## src/rtl/tlb_maint_ctrl_pkg.sv

```systemverilog
// Shared constants for TLB maintenance: op encodings, INVTLB codes, page sizes, FSM states.
package tlb_maint_ctrl_pkg;

  localparam int unsigned TLBNUM_DEF = 16;

  // req_op encodings
  localparam logic [1:0] TLBOP_WR   = 2'd0;
  localparam logic [1:0] TLBOP_FILL = 2'd1;
  localparam logic [1:0] TLBOP_INV  = 2'd2;
  localparam logic [1:0] TLBOP_RSVD = 2'd3;

  // INVTLB op codes
  localparam logic [4:0] INV_ALL0       = 5'd0;
  localparam logic [4:0] INV_ALL1       = 5'd1;
  localparam logic [4:0] INV_G          = 5'd2;
  localparam logic [4:0] INV_NG         = 5'd3;
  localparam logic [4:0] INV_NG_ASID    = 5'd4;
  localparam logic [4:0] INV_NG_ASID_VA = 5'd5;
  localparam logic [4:0] INV_GA_VA      = 5'd6;

  // Page sizes (log2 bytes)
  localparam logic [5:0] PS_4K = 6'd12;
  localparam logic [5:0] PS_4M = 6'd21;

  typedef enum logic [1:0] {
    StIdle,
    StScan,
    StDone
  } state_e;

endpackage

```

## src/rtl/tlb_inv_match.sv

```systemverilog
// Combinational INVTLB match: decides whether the entry on the read port is hit by inv_op.
module tlb_inv_match
  import tlb_maint_ctrl_pkg::*;
(
  input  logic [4:0]  inv_op,
  input  logic [9:0]  inv_asid,
  input  logic [18:0] inv_vppn,
  input  logic        r_g,
  input  logic [9:0]  r_asid,
  input  logic [18:0] r_vppn,
  input  logic [5:0]  r_ps,
  output logic        match
);

  logic asid_eq;
  logic va_eq;

  assign asid_eq = (r_asid == inv_asid);
  // 4M pages ignore the low 9 VPPN bits; anything else compares the full VPPN
  assign va_eq   = (r_ps == PS_4M) ? (r_vppn[18:9] == inv_vppn[18:9]) : (r_vppn == inv_vppn);

  // Decode the invalidation rule selected by inv_op
  always_comb begin
    match = 1'b0;
    unique case (inv_op)
      INV_ALL0, INV_ALL1: match = 1'b1;
      INV_G:              match = r_g;
      INV_NG:             match = ~r_g;
      INV_NG_ASID:        match = ~r_g & asid_eq;
      INV_NG_ASID_VA:     match = ~r_g & asid_eq & va_eq;
      INV_GA_VA:          match = (r_g | asid_eq) & va_eq;
      default:            match = 1'b0;
    endcase
  end

endmodule

```

## src/rtl/tlb_maint_ctrl.sv

```systemverilog
// TLB maintenance sequencer: owns the TLB write port, serves TLBWR/TLBFILL in one cycle and
// walks every entry for INVTLB. Optional macro TLB_MAINT_PERF_CNT_EN adds the inv_cnt output.
module tlb_maint_ctrl
  import tlb_maint_ctrl_pkg::*;
#(
  parameter int unsigned TLBNUM = TLBNUM_DEF,
  parameter int unsigned IDX_W  = $clog2(TLBNUM)
) (
  input  logic             clk,
  input  logic             resetn,
  input  logic             req_valid,
  input  logic [1:0]       req_op,
  input  logic [4:0]       inv_op,
  input  logic [9:0]       inv_asid,
  input  logic [18:0]      inv_vppn,
  input  logic [IDX_W-1:0] csr_tlbidx_index,
  output logic             req_ready,
  output logic             busy,
  output logic             done,
  output logic [IDX_W-1:0] r_index,
  input  logic             r_e,
  input  logic             r_g,
  input  logic [9:0]       r_asid,
  input  logic [18:0]      r_vppn,
  input  logic [5:0]       r_ps,
  output logic             we,
  output logic [IDX_W-1:0] w_index,
  output logic             w_clr_only
`ifdef TLB_MAINT_PERF_CNT_EN
  ,
  output logic [31:0]      inv_cnt
`endif
);

  localparam logic [IDX_W-1:0] LastIdx = IDX_W'(TLBNUM - 1);

  state_e           state_q, state_d;
  logic [IDX_W-1:0] cnt_q, cnt_d;
  logic [IDX_W-1:0] rand_q, rand_d;
  logic             match;

  tlb_inv_match u_match (
    .inv_op   (inv_op),
    .inv_asid (inv_asid),
    .inv_vppn (inv_vppn),
    .r_g      (r_g),
    .r_asid   (r_asid),
    .r_vppn   (r_vppn),
    .r_ps     (r_ps),
    .match    (match)
  );

  // Next state: FSM transitions, scan counter and free-running fill index generator
  always_comb begin
    state_d = state_q;
    cnt_d   = cnt_q;
    // X <= 5X + 13, truncated to IDX_W bits
    rand_d  = (rand_q << 2) + rand_q + IDX_W'(13);
    unique case (state_q)
      StIdle: begin
        if (req_valid && (req_op == TLBOP_INV)) begin
          cnt_d = '0;
          // Illegal inv_op only retires; decode has already raised INE
          state_d = (inv_op <= INV_GA_VA) ? StScan : StDone;
        end
      end
      StScan: begin
        if (cnt_q == LastIdx) begin
          cnt_d   = '0;
          state_d = StDone;
        end else begin
          cnt_d = cnt_q + IDX_W'(1);
        end
      end
      StDone:  state_d = StIdle;
      default: state_d = StIdle;
    endcase
  end

  // State registers; reset mid-scan abandons the walk immediately
  always_ff @(posedge clk or negedge resetn) begin
    if (!resetn) begin
      state_q <= StIdle;
      cnt_q   <= '0;
      rand_q  <= IDX_W'(1);
    end else begin
      state_q <= state_d;
      cnt_q   <= cnt_d;
      rand_q  <= rand_d;
    end
  end

  // Output decode; TLBWR/TLBFILL write in the accept cycle, scan writes are clear-only
  always_comb begin
    req_ready  = (state_q == StIdle);
    busy       = (state_q == StScan);
    done       = (state_q == StDone);
    r_index    = cnt_q;
    we         = 1'b0;
    w_clr_only = 1'b0;
    w_index    = csr_tlbidx_index;
    unique case (state_q)
      StIdle: begin
        if (req_valid) begin
          if (req_op == TLBOP_WR) begin
            we = 1'b1;
          end else if (req_op == TLBOP_FILL) begin
            we      = 1'b1;
            w_index = rand_q;
          end
        end
      end
      StScan: begin
        we         = r_e & match;
        w_clr_only = 1'b1;
        w_index    = cnt_q;
      end
      default: ;
    endcase
  end

`ifdef TLB_MAINT_PERF_CNT_EN
  logic [31:0] inv_cnt_q, inv_cnt_d;

  // Count entries cleared by INVTLB, saturating at all-ones
  always_comb begin
    inv_cnt_d = inv_cnt_q;
    if (we && w_clr_only && (inv_cnt_q != 32'hFFFF_FFFF)) begin
      inv_cnt_d = inv_cnt_q + 32'd1;
    end
  end

  // Perf counter register
  always_ff @(posedge clk or negedge resetn) begin
    if (!resetn) begin
      inv_cnt_q <= '0;
    end else begin
      inv_cnt_q <= inv_cnt_d;
    end
  end

  assign inv_cnt = inv_cnt_q;
`endif

endmodule

```

## config.mk

```make
export PLATFORM = sky130hd
export DESIGN_NAME = tlb_maint_ctrl
export DESIGN_NICKNAME = d
export VERILOG_FILES = /design/src/rtl/tlb_maint_ctrl_pkg.sv /design/src/rtl/tlb_inv_match.sv /design/src/rtl/tlb_maint_ctrl.sv
export SDC_FILE = /design/constraint.sdc
export NUM_CORES = 1
export LEC_CHECK = 0
export BUFFER_PORTS_ARGS = -buffer_cell sky130_fd_sc_hd__buf_4
export CORE_MARGIN = 4
export CORE_UTILIZATION = 38
export DETAILED_ROUTE_END_ITERATION = 7
export PLACE_DENSITY = 0.8
export SLEW_MARGIN = 20
export SYNTH_ARGS = -nofsm -noshare
export SYNTH_HDL_FRONTEND = slang
export SYNTH_HIERARCHICAL = 1
export SYNTH_SLANG_ARGS = --single-unit
export TNS_END_PERCENT = 5
```

## constraint.sdc

```tcl
create_clock -name clk -period 3.2 [get_ports clk]
set_clock_uncertainty 0.1 [all_clocks]
set_input_delay 0.96 -clock clk [delete_from_list [all_inputs] [get_ports clk]]
set_output_delay 0.96 -clock clk [all_outputs]
set_load 0.01 [all_outputs]
```

==> impl_results.md <==
* Root buffer cell: clkbuf_4
* CP Max Fanout at 2
* Critical Path Source: inv_asid[1]
* Compound-cell area share of the yosys netlist at ~18%
* Leakage at 0.000917 µW
* Hold Slack at between 400 and 500 ps
* YS warnings at 6
* GR Util All Layers at between 10% and 20%
* DIE WIDTH at 60.7 µm
* Reg2Reg Setup Slack at 1610 ps
* Post-DP Area at between 1500 and 2000 µm²
* Post-synthesis xor/xnor area fraction at between 20 and 30%
* Row Count at 18
* Largest family of logic cells by synthesized area: XOR/XNOR gates
* Slew HR at approximately three fifths
* Worst setup EP type: primary output
* Worst path max stage delay at around 520 ps
* GRT overflow at 0
* Post-synthesis sequential area ratio at between 20% and 30%
* Worst path cell trace: buf_6, xor2_1, or4_4, nor3_4, a31oi_1, o21ai_1, a31oi_1, nor2_1, buf_4
* First drt pass iteration count at 3
* CP max-delay cell: or4_4
* CP Class: primary input to primary output
* Detailed Place HPWL at about 3200 µm
* Vias in the first global route at between 1000 and 1500
* GPL Wtd Cong at a little under 0.8
* Die height at just over 60 µm
* Mapped cell area at roughly 1100 µm²
* Port bufs at 92
* Clock Latency Late Sink at 270 ps
* Buf/Inv on CP at 2
* VDD IR max at 0.319 mV
* Antenna diodes at 0
* WL/cell at 14.3 µm
* Critical R2R Launch: rand_q[0]
* Critical path launch point type: primary input
* Ports at 93
* Unrepaired setup endpoints after global routing: true
* Slew Viols, Final at 0
* CTS sink count at 10
* Failing checks: setup timing
* Crit share post-route at 108%
* Area growth, synth to finish at 76.1%
* Final hold violation count at 0
* Fraction of synthesized area in multiplexers at 0%
* Routed WL at 3480 µm
* Global-route wire length before repair at approximately 5500 µm
* Drt via density at between 5 and 6
* Largest net degree at the start of global routing at 17
* Hold Path Class: primary input to asynchronous set/reset pin
* Post-synth net total at a little under 200
* Bufs on Longest Clock Path at 2
* Share of cells above drive strength 1 at between 50 and 60%
* Crit path DAT at about 2400 ps
* Initial antenna violation count at 0
* # nets final at 298
* Most frequent cells in the layout: buf_4, xnor2_1, xor2_1
* Finished Cell Area at 1860 µm²
* Mapped Cells at 114
* CTS buffer count at 3
* Status: finished, violations left
* Crit-path leading delay family: simple AND/OR/NAND/NOR gates
* Starting Density at between 40% and 50%
* R2R cell count at 6
* Die area at between 3000 and 4000 µm²
* # fillers at 205
* Crit path required time at 2140 ps
* Fmax at between 200 and 300 MHz
* H-Tree Level Count at 1
* Post-Synth Simple-Gate Area at between 20 and 25%
* Seq cells post-synth at 10
* CTS tree: built
* Most common cell after layout, fill and taps aside: buf_4
* Clk pin slew, worst setup/hold paths at around 70 ps
* Post-Syn Area per Cell at approximately 9 µm²
* CP most frequent cell: a31oi_1
* DR iter-0 viols at 28
* Setup Buffers After CTS at 0
* Core Box Area at around 2600 µm²
* MaxCap Viol Count at 0
* Final setup vio count at 1
* Via Count at 1244
* Remaining routing DRC violations at 0
* P per Cell Area at about 430 nW/µm²
* Post-DRT Antenna Nets at 0
* Fin worst setup slack at -260 ps
* Distinct cells, synth at 38
* Tmin final at approximately 3500 ps
* Post-Synth Adder-Cell Area at roughly 4.7%
* Worst slew pin tran at between 600 and 700 ps
* Worst R2R End: rand_q[3]
==> layout make-up <==
type,instances,area (µm²),area share [%]
Clock buffer,4,36.3,1.95
Inverter,5,18.8,1.01
Timing Repair Buffer,98,743,40.0
Multi-Input combinational cell,96,772,41.5
Sequential cell,10,251,13.5
Tap cell,30,37.5,2.02
==> power by group <==
group | switching (µW) | internal (µW) | total [µW]
Sequential | 79.1 | 156 | 235
Clock | 46.8 | 69.1 | 116
Combinational | 190 | 261 | 451
Total | 316 | 485 | 801
==> cell usage after synthesis, drive strengths merged <==
library cell   n  area [µm²]
and3           1        6.26
nand4bb        1        11.3
nand2          1        3.75
and3b          2        17.5
or4            1        11.3
o2bb2ai        4        35.0
a22oi          4        30.0
o21ai          3        18.8
a2bb2oi        1        8.76
nand3          3        15.0
a21boi         1        7.51
a221o          2        20.0
nand4          2        12.5
nor3           4        25.0
xnor2         18         158
nor2           5        18.8
xor2          16         140
a31o           1        8.76
buf            3        20.0
a31oi          3        25.0
dfstp          1        26.3
nor2b          5        31.3
a21oi          1        5.00
ha             4        50.1
dfrtp          9         225
a22o           1        8.76
and2           1        6.26
nor3b          3        22.5
o2111ai        1        8.76
a2111oi        1        8.76
nor4           5        37.5
nand2b         1        13.8
inv            5        18.8
==> cell families after synthesis <==
kind of cell,count (synthesis)
flip-flops,10
adder cells (fa/ha/maj),4
AND/OR/NAND/NOR,35
buffers and inverters,8
XOR/XNOR,34
AO/OA/AOI/OAI,23
==> timing repair <==
action,in CTS,in global routing
gates resized for setup,3,0
hold buffers,0,0
setup endpoints to repair,1,1
pin swaps,1,0
==> how the worst max path moves through the flow <==
stage | to | slack [ps] | depth (start not counted)
global placement | we | -290 | 9
floorplan | we | -20 | 7
finish | we | -260 | 9
global route | we | -330 | 9
CTS | we | -280 | 9
detailed placement | we | -330 | 9
==> flip-flops by register name, indices dropped and copies added, names as in the netlist <==
name,flops
state_q,2
r_index,4
rand_q,4
==> per-stage QoR <==
stage | TNS (ps) | power (µW) | instances | setup slack [ps] | utilization, %
finish | -260 | 801 | 243 | -260 | 72.4
CTS | -282 | 810 | 243 | -282 | 72.4
global placement | -291 | 676 | 239 | -291 | 70.5
detailed placement | -334 | 690 | 239 | -334 | 70.5
global route | -327 | 862 | 243 | -327 | 72.4
floorplan | -18.9 | 462 | 114 | -18.9 | -
==> metal layers <==
metal	GRT usage (%)	vias to the layer above	wire length, µm
met5	0	-	0
met4	5.88	0	31
met3	5.32	4	325
met2	36.8	65	1930
met1	20.6	557	1200
li1	-	618	-
No activity file was read; power rests on OpenSTA's default activity.
